### src/rtl/ber_pkg.sv
// Shared types and constants for the BER checker slice.
package ber_pkg;

  typedef enum logic [1:0] {
    IDLE   = 2'd0,
    SEARCH = 2'd1,
    COUNT  = 2'd2
  } state_t;

  localparam int CNT_W = 64;
  localparam int LAT_W = 9;

  // Increment that sticks at all-ones instead of wrapping.
  function automatic logic [CNT_W-1:0] sat_inc(input logic [CNT_W-1:0] v, input logic en);
    return (en && (v != '1)) ? v + CNT_W'(1) : v;
  endfunction

endpackage

### src/rtl/ber_checker_slicer_decim.sv
// Decimator and BPSK slicer: tracks the sample position within a baud and
// flags the decision sample selected by i_phase.
module ber_slicer_decim
  import ber_pkg::*;
#(
  parameter int NB_INPUT = 8,
  parameter int OS       = 4
) (
  input  logic                       clock,
  input  logic                       i_reset,
  input  logic                       i_clear,
  input  logic signed [NB_INPUT-1:0] i_data,
  input  logic                       i_valid,
  input  logic [1:0]                 i_phase,
  output logic                       o_rx_bit,
  output logic                       o_dec
);

  logic [1:0] scnt;
  logic       unused_lsbs;

  // Sample counter within the baud, wrapping at OS-1.
  always_ff @(posedge clock) begin
    if (i_reset || i_clear) begin
      scnt <= '0;
    end else if (i_valid) begin
      scnt <= (scnt == 2'(OS - 1)) ? '0 : scnt + 2'd1;
    end
  end

  assign o_dec       = i_valid && (scnt == i_phase);
  assign o_rx_bit    = i_data[NB_INPUT-1];
  assign unused_lsbs = ^i_data[NB_INPUT-2:0];

endmodule

### config.mk
export PLATFORM = sky130hd
export DESIGN_NAME = ber_slicer_decim
export DESIGN_NICKNAME = d
export VERILOG_FILES = /design/src/rtl/ber_pkg.sv /design/src/rtl/ber_checker_slicer_decim.sv
export SDC_FILE = /design/constraint.sdc
export NUM_CORES = 1
export LEC_CHECK = 0
export CELL_PAD_IN_SITES_DETAIL_PLACEMENT = 1
export CELL_PAD_IN_SITES_GLOBAL_PLACEMENT = 2
export CORE_AREA = 4 4 41 43
export DETAILED_ROUTE_END_ITERATION = 10
export DIE_AREA = 0 0 45 47
export GPL_ROUTABILITY_DRIVEN = 0
export GPL_TIMING_DRIVEN = 0
export PLACE_DENSITY_LB_ADDON = 0.1
export RECOVER_POWER = 50
export SETUP_SLACK_MARGIN = 0.02
export SYNTH_ARGS = -nofsm -noshare
export SYNTH_HDL_FRONTEND = slang
export SYNTH_SLANG_ARGS = --single-unit
### constraint.sdc
create_clock -name clock -period 1.2 [get_ports clock]
set_clock_uncertainty 0.15 [all_clocks]
set_input_delay 0.12 -clock clock [delete_from_list [all_inputs] [get_ports clock]]
set_output_delay 0.12 -clock clock [all_outputs]
set_load 0.05 [all_outputs]
# Yosys cells after proc, flatten, opt, wreduce, memory -nomap -nowiden
# Index checks and enable logic that the tools add are counted.
[word_totals]
register_bits = 2
word_cells = 7
input_bits = 14
output_inout_bits = 2
[classes]
n_reduce_logical = 2
muxes = 1
add_sub_neg = 1
eq_ne = 2
[ops]
columns = ["op", "n"]
rows = [
  ["adder 2 x 1 -> 2 bit (second input constant)", 1],
  ["equality test 2 bit", 1],
  ["equality test 2 bit (second input constant)", 1],
  ["2-to-1 mux 2 bit", 1],
  ["logical AND 1 bit", 1],
  ["logical OR 1 bit", 1],
]

# Logic depth before layout (Yosys ltp)
[depth]
ltp_word = 2
depth_mapped = 3
mapped_depth_nobuf = 3

# Worst setup path after synthesis
# No wires, ideal clock.
[synth_timing]
kind = "reg-to-reg"
from = "reg scnt[0]"
to = "reg scnt[0]"
n_path_buf = 0
setup_ps = 79
t_required_ps = 971
path_slack_ps = -39
path_stages_with_launch = 4
arrival_time_ps = 1009
path_cell_list = "dfxtp_1 ha_1 or3b_1 a211oi_2"
[synth_via]
elab_chain_len = 2
elab_cells_between_ends = 3
[synth_lines]
columns = ["element", "line_no", "source"]
rows = [
  ["from (decl)", "ber_checker_slicer_decim.sv:19", "logic [1:0] scnt;"],
  ["from (signal assigned)", "ber_checker_slicer_decim.sv:27", "scnt <= (scnt == 2'(OS - 1)) ? '0 : scnt + 2'd1;"],
  ["adder 2 x 1 -> 2 bit / equality test 2 bit (equally long branches)", "ber_checker_slicer_decim.sv:27", ""],
  ["2-to-1 mux 2 bit (*)", "ber_checker_slicer_decim.sv:27", ""],
]
# Mark *: on every way between the ends. The rest lies on a longest branch, timed or not.
# A chain may end at the register's enable or synchronous reset.

# Final worst setup path
[layout_timing]
from = "in i_phase[0]"
to = "out o_dec"
[layout_via]
elab_chain_len = 2
[layout_lines]
columns = ["element", "line_no", "source"]
rows = [
  ["from (decl)", "ber_checker_slicer_decim.sv:14", "input logic [1:0] i_phase,"],
  ["equality test 2 bit", "ber_checker_slicer_decim.sv:31", "assign o_dec = i_valid && (scnt == i_phase);"],
  ["logical AND 1 bit", "ber_checker_slicer_decim.sv:31", ""],
  ["to (decl)", "ber_checker_slicer_decim.sv:16", "output logic o_dec"],
]
# Every way passes these cells.

==> results.md <==
- Measured slew at the worst slew-check pin: 0.4892 ns
- Core Footprint: around 1300 um2
- Commonest cells in the synthesized netlist: 2 x dfxtp_1, 2 x xnor2_1
- Final instance area: between 200 and 300 um2
- Critical Path Sink: o_dec
- First-pass GRT wire length: approximately 600 um
- Drt initial violations: 1
- Ys Warns: 0
- Post-route DRC: 0
- WHS: approximately 0.32 ns
- Worst r2r src: scnt[0]
- Top fanout value on the critical path: 1
- DPL Wire Length: around 290 um
- H-Tree Depth: 1
- Max-slew headroom: between 60% and 70%
- Clock Pin Slew Worst Setup and Hold Paths: around 0.030 ns
- Most used DFF post-synth: dfxtp_1
- Largest net degree at the start of global routing: 5
- Top post-synthesis cells by area: dfxtp_1 32%, xnor2_1 14%, a211oi_2 9.9%
- Worst setup startpoint: i_phase[0]
- Routed Antenna Nets: 0
- Largest family of logic cells by synthesized area: simple AND/OR/NAND/NOR gates
- Final wirelength: around 350 um
- Final-report hold violation count: 0
- Number of setup violations in the final report: 2
- Violated checks: negative setup slack
- Worst R2R Path Depth: 3
- Largest Register: scnt
- WL/cell: ~9.5 um
- Crit path DAT: ~1.1 ns
- Clk_lat worst skew: 0.22 ns
- Worst IR Drop VDD: 266.0 uV
- Final min period: 1.323 ns
- Mux cell area share after synthesis: slightly below 8%
- Setup Crit Path Kind: in -> out
- EDFF count, synth: 0
- GRT Total Usage: 4.098%
- Synth area leader: dfxtp_1
- Die Y-Extent: 47 um
- Nets: 39
- #FFs+latches synth: 2
- Placed cells: 34
- Post-synth ARST share: 0%
- Crit path capture type: output port
- WP data required: between 0.9 and 1 ns
- Full die area: 2115 um2
- First drt pass iteration count: 2
- Synth unique cells: 10
- R2r setup slk: -0.09 ns
- Status: finished with violations
- Synthesized netlist cell count: 12
- Setup ws final: -0.1235 ns
- Highest achievable clock rate: roughly 760 MHz
- RR Endpoint: scnt[0]
- Worst hold path class: in -> reg
- Largest register FFs: 2
- Clock sink count: 2
- Fraction of layout cells with a size suffix above 1: about 45%
- # diodes: 0
- XOR/XNOR Fraction of Synth Area: roughly 14%
- Post-Synth Adder-Cell Area: about a tenth
- Post-synth top area share: around a third
- Syn Area/Cell: about 11 um2
- Clock Tree Buf Depth: 2
- Hold Crit Start: i_reset
- CTS tree: done
- Starting Density: 9.712%
- Mapped Nets: 27
- Via count: ~130
- Vias in the first global route: 166
- Placement Cell Area: between 200 and 250 um2
- Num CTS Buffers: 3
- # port buffers: 7
- MaxCap Viol Count: 0
- Simple-Gate Fraction of Synth Area: between 20% and 30%
- Non-filler cells, final: 37
- Row Count: 13
- Final worst-path cycle share: 110.3%
- # IOs: 16
- Register area share after synthesis: a little under a third
- Largest registers: scnt (2)
- Area delta synth->final: 102.0%
- Synth Cell Area: around 130 um2
- PwrDens: between 1000 and 1500 nW/um2
- Complex-gate fraction of the synthesized area: between 9 and 10%
- RSZ-0062 raised after global routing: true
- Grt ovf: 0
- Die Wd: roughly 45 um
- CTS Root Buffer Type: clkbuf_4
- Critical Path Source Type: primary input
- LEAKAGE: approximately 0.11 nW
- Max Slew Vio Count: 0
- Initial antenna violation count: 0
- Via density per instance: between 3 and 4
## repair_timing
action | 4_1_cts | 5_1_grt
pin swaps | 3 | 0
hold buffers | 0 | 0
setup buffers | 0 | 0
endpoints found under the setup margin | 3 | 2
resized for setup | 13 | 1
## layer usage
metal | GRT usage (%) | part of all wire (%) | vias to the layer above
li1 | - | - | 64
met1 | 4.289 | 40 | 57
met2 | 6.215 | 50 | 6
met3 | 1.916 | 9.7 | 0
met4 | 3.509 | 0 | 0
met5 | 0 | 0 | -
## cell families (layout without fill, tap and decap cells)
logic type      Yosys count  after routing
simple gates              4              4
xor+xnor                  2              2
flops                     2              2
fa+ha+maj                 1              1
compound gates            1              1
mux                       1              1
buf+inv                   1             11
## cells in the final DEF (no fill, tap or decap)
cell type        n
xnor2_2          1
clkdlybuf4s50_1  4
and3_4           1
mux2i_1          1
nand2b_1         1
dfxtp_2          2
ha_1             1
clkbuf_4         4
buf_8            1
a211oi_2         1
xnor2_1          1
dlygate4sd2_1    2
or3b_1           1
nor3_1           1
## metrics by stage
stage          util [%]  power (mW)  setup slack [ns]  TNS (ns)
6_report          19.62      0.2809           -0.1235   -0.2184
4_1_cts           19.04      0.2909           -0.1258   -0.2326
2_1_floorplan         -      0.1006          -0.03863  -0.03863
3_3_place_gp      16.63      0.1289           -0.7444    -1.074
3_5_place_dp      16.63      0.1294           -0.7633    -1.078
5_1_grt           19.62      0.2995           -0.1717   -0.3360
## power by group
group	switching [mW]	leakage [nW]	total, mW	internal, mW
clock	0.0387	0.0138	0.149	0.110
combinational	0.0261	0.0741	0.0597	0.0335
sequential	0.00251	0.0172	0.0721	0.0695
## how the worst min path moves through the flow
stage          cells after the start  slack (ns)  endpoint
3_3_place_gp                       2        0.40   scnt[0]
5_1_grt                            2        0.35   scnt[0]
6_report                           2        0.32   scnt[0]
2_1_floorplan                      1        0.03   scnt[0]
4_1_cts                            2        0.32   scnt[0]
3_5_place_dp                       2        0.42   scnt[0]
## final cells by class
cell class	count	area [um2]
buffer	1	7.507
clock buffer	3	22.52
fill	159	1046
multi-input combinational	9	91.34
sequential	2	42.54
tap	15	18.77
timing repair buffer	7	72.57
## critical path: stages
cell	delay [ns]
clkdlybuf4s50_1	0.48
xnor2_1	0.12
and3_4	0.20
buf_8	0.14
Note: power is estimated with default switching activity, not from simulation.
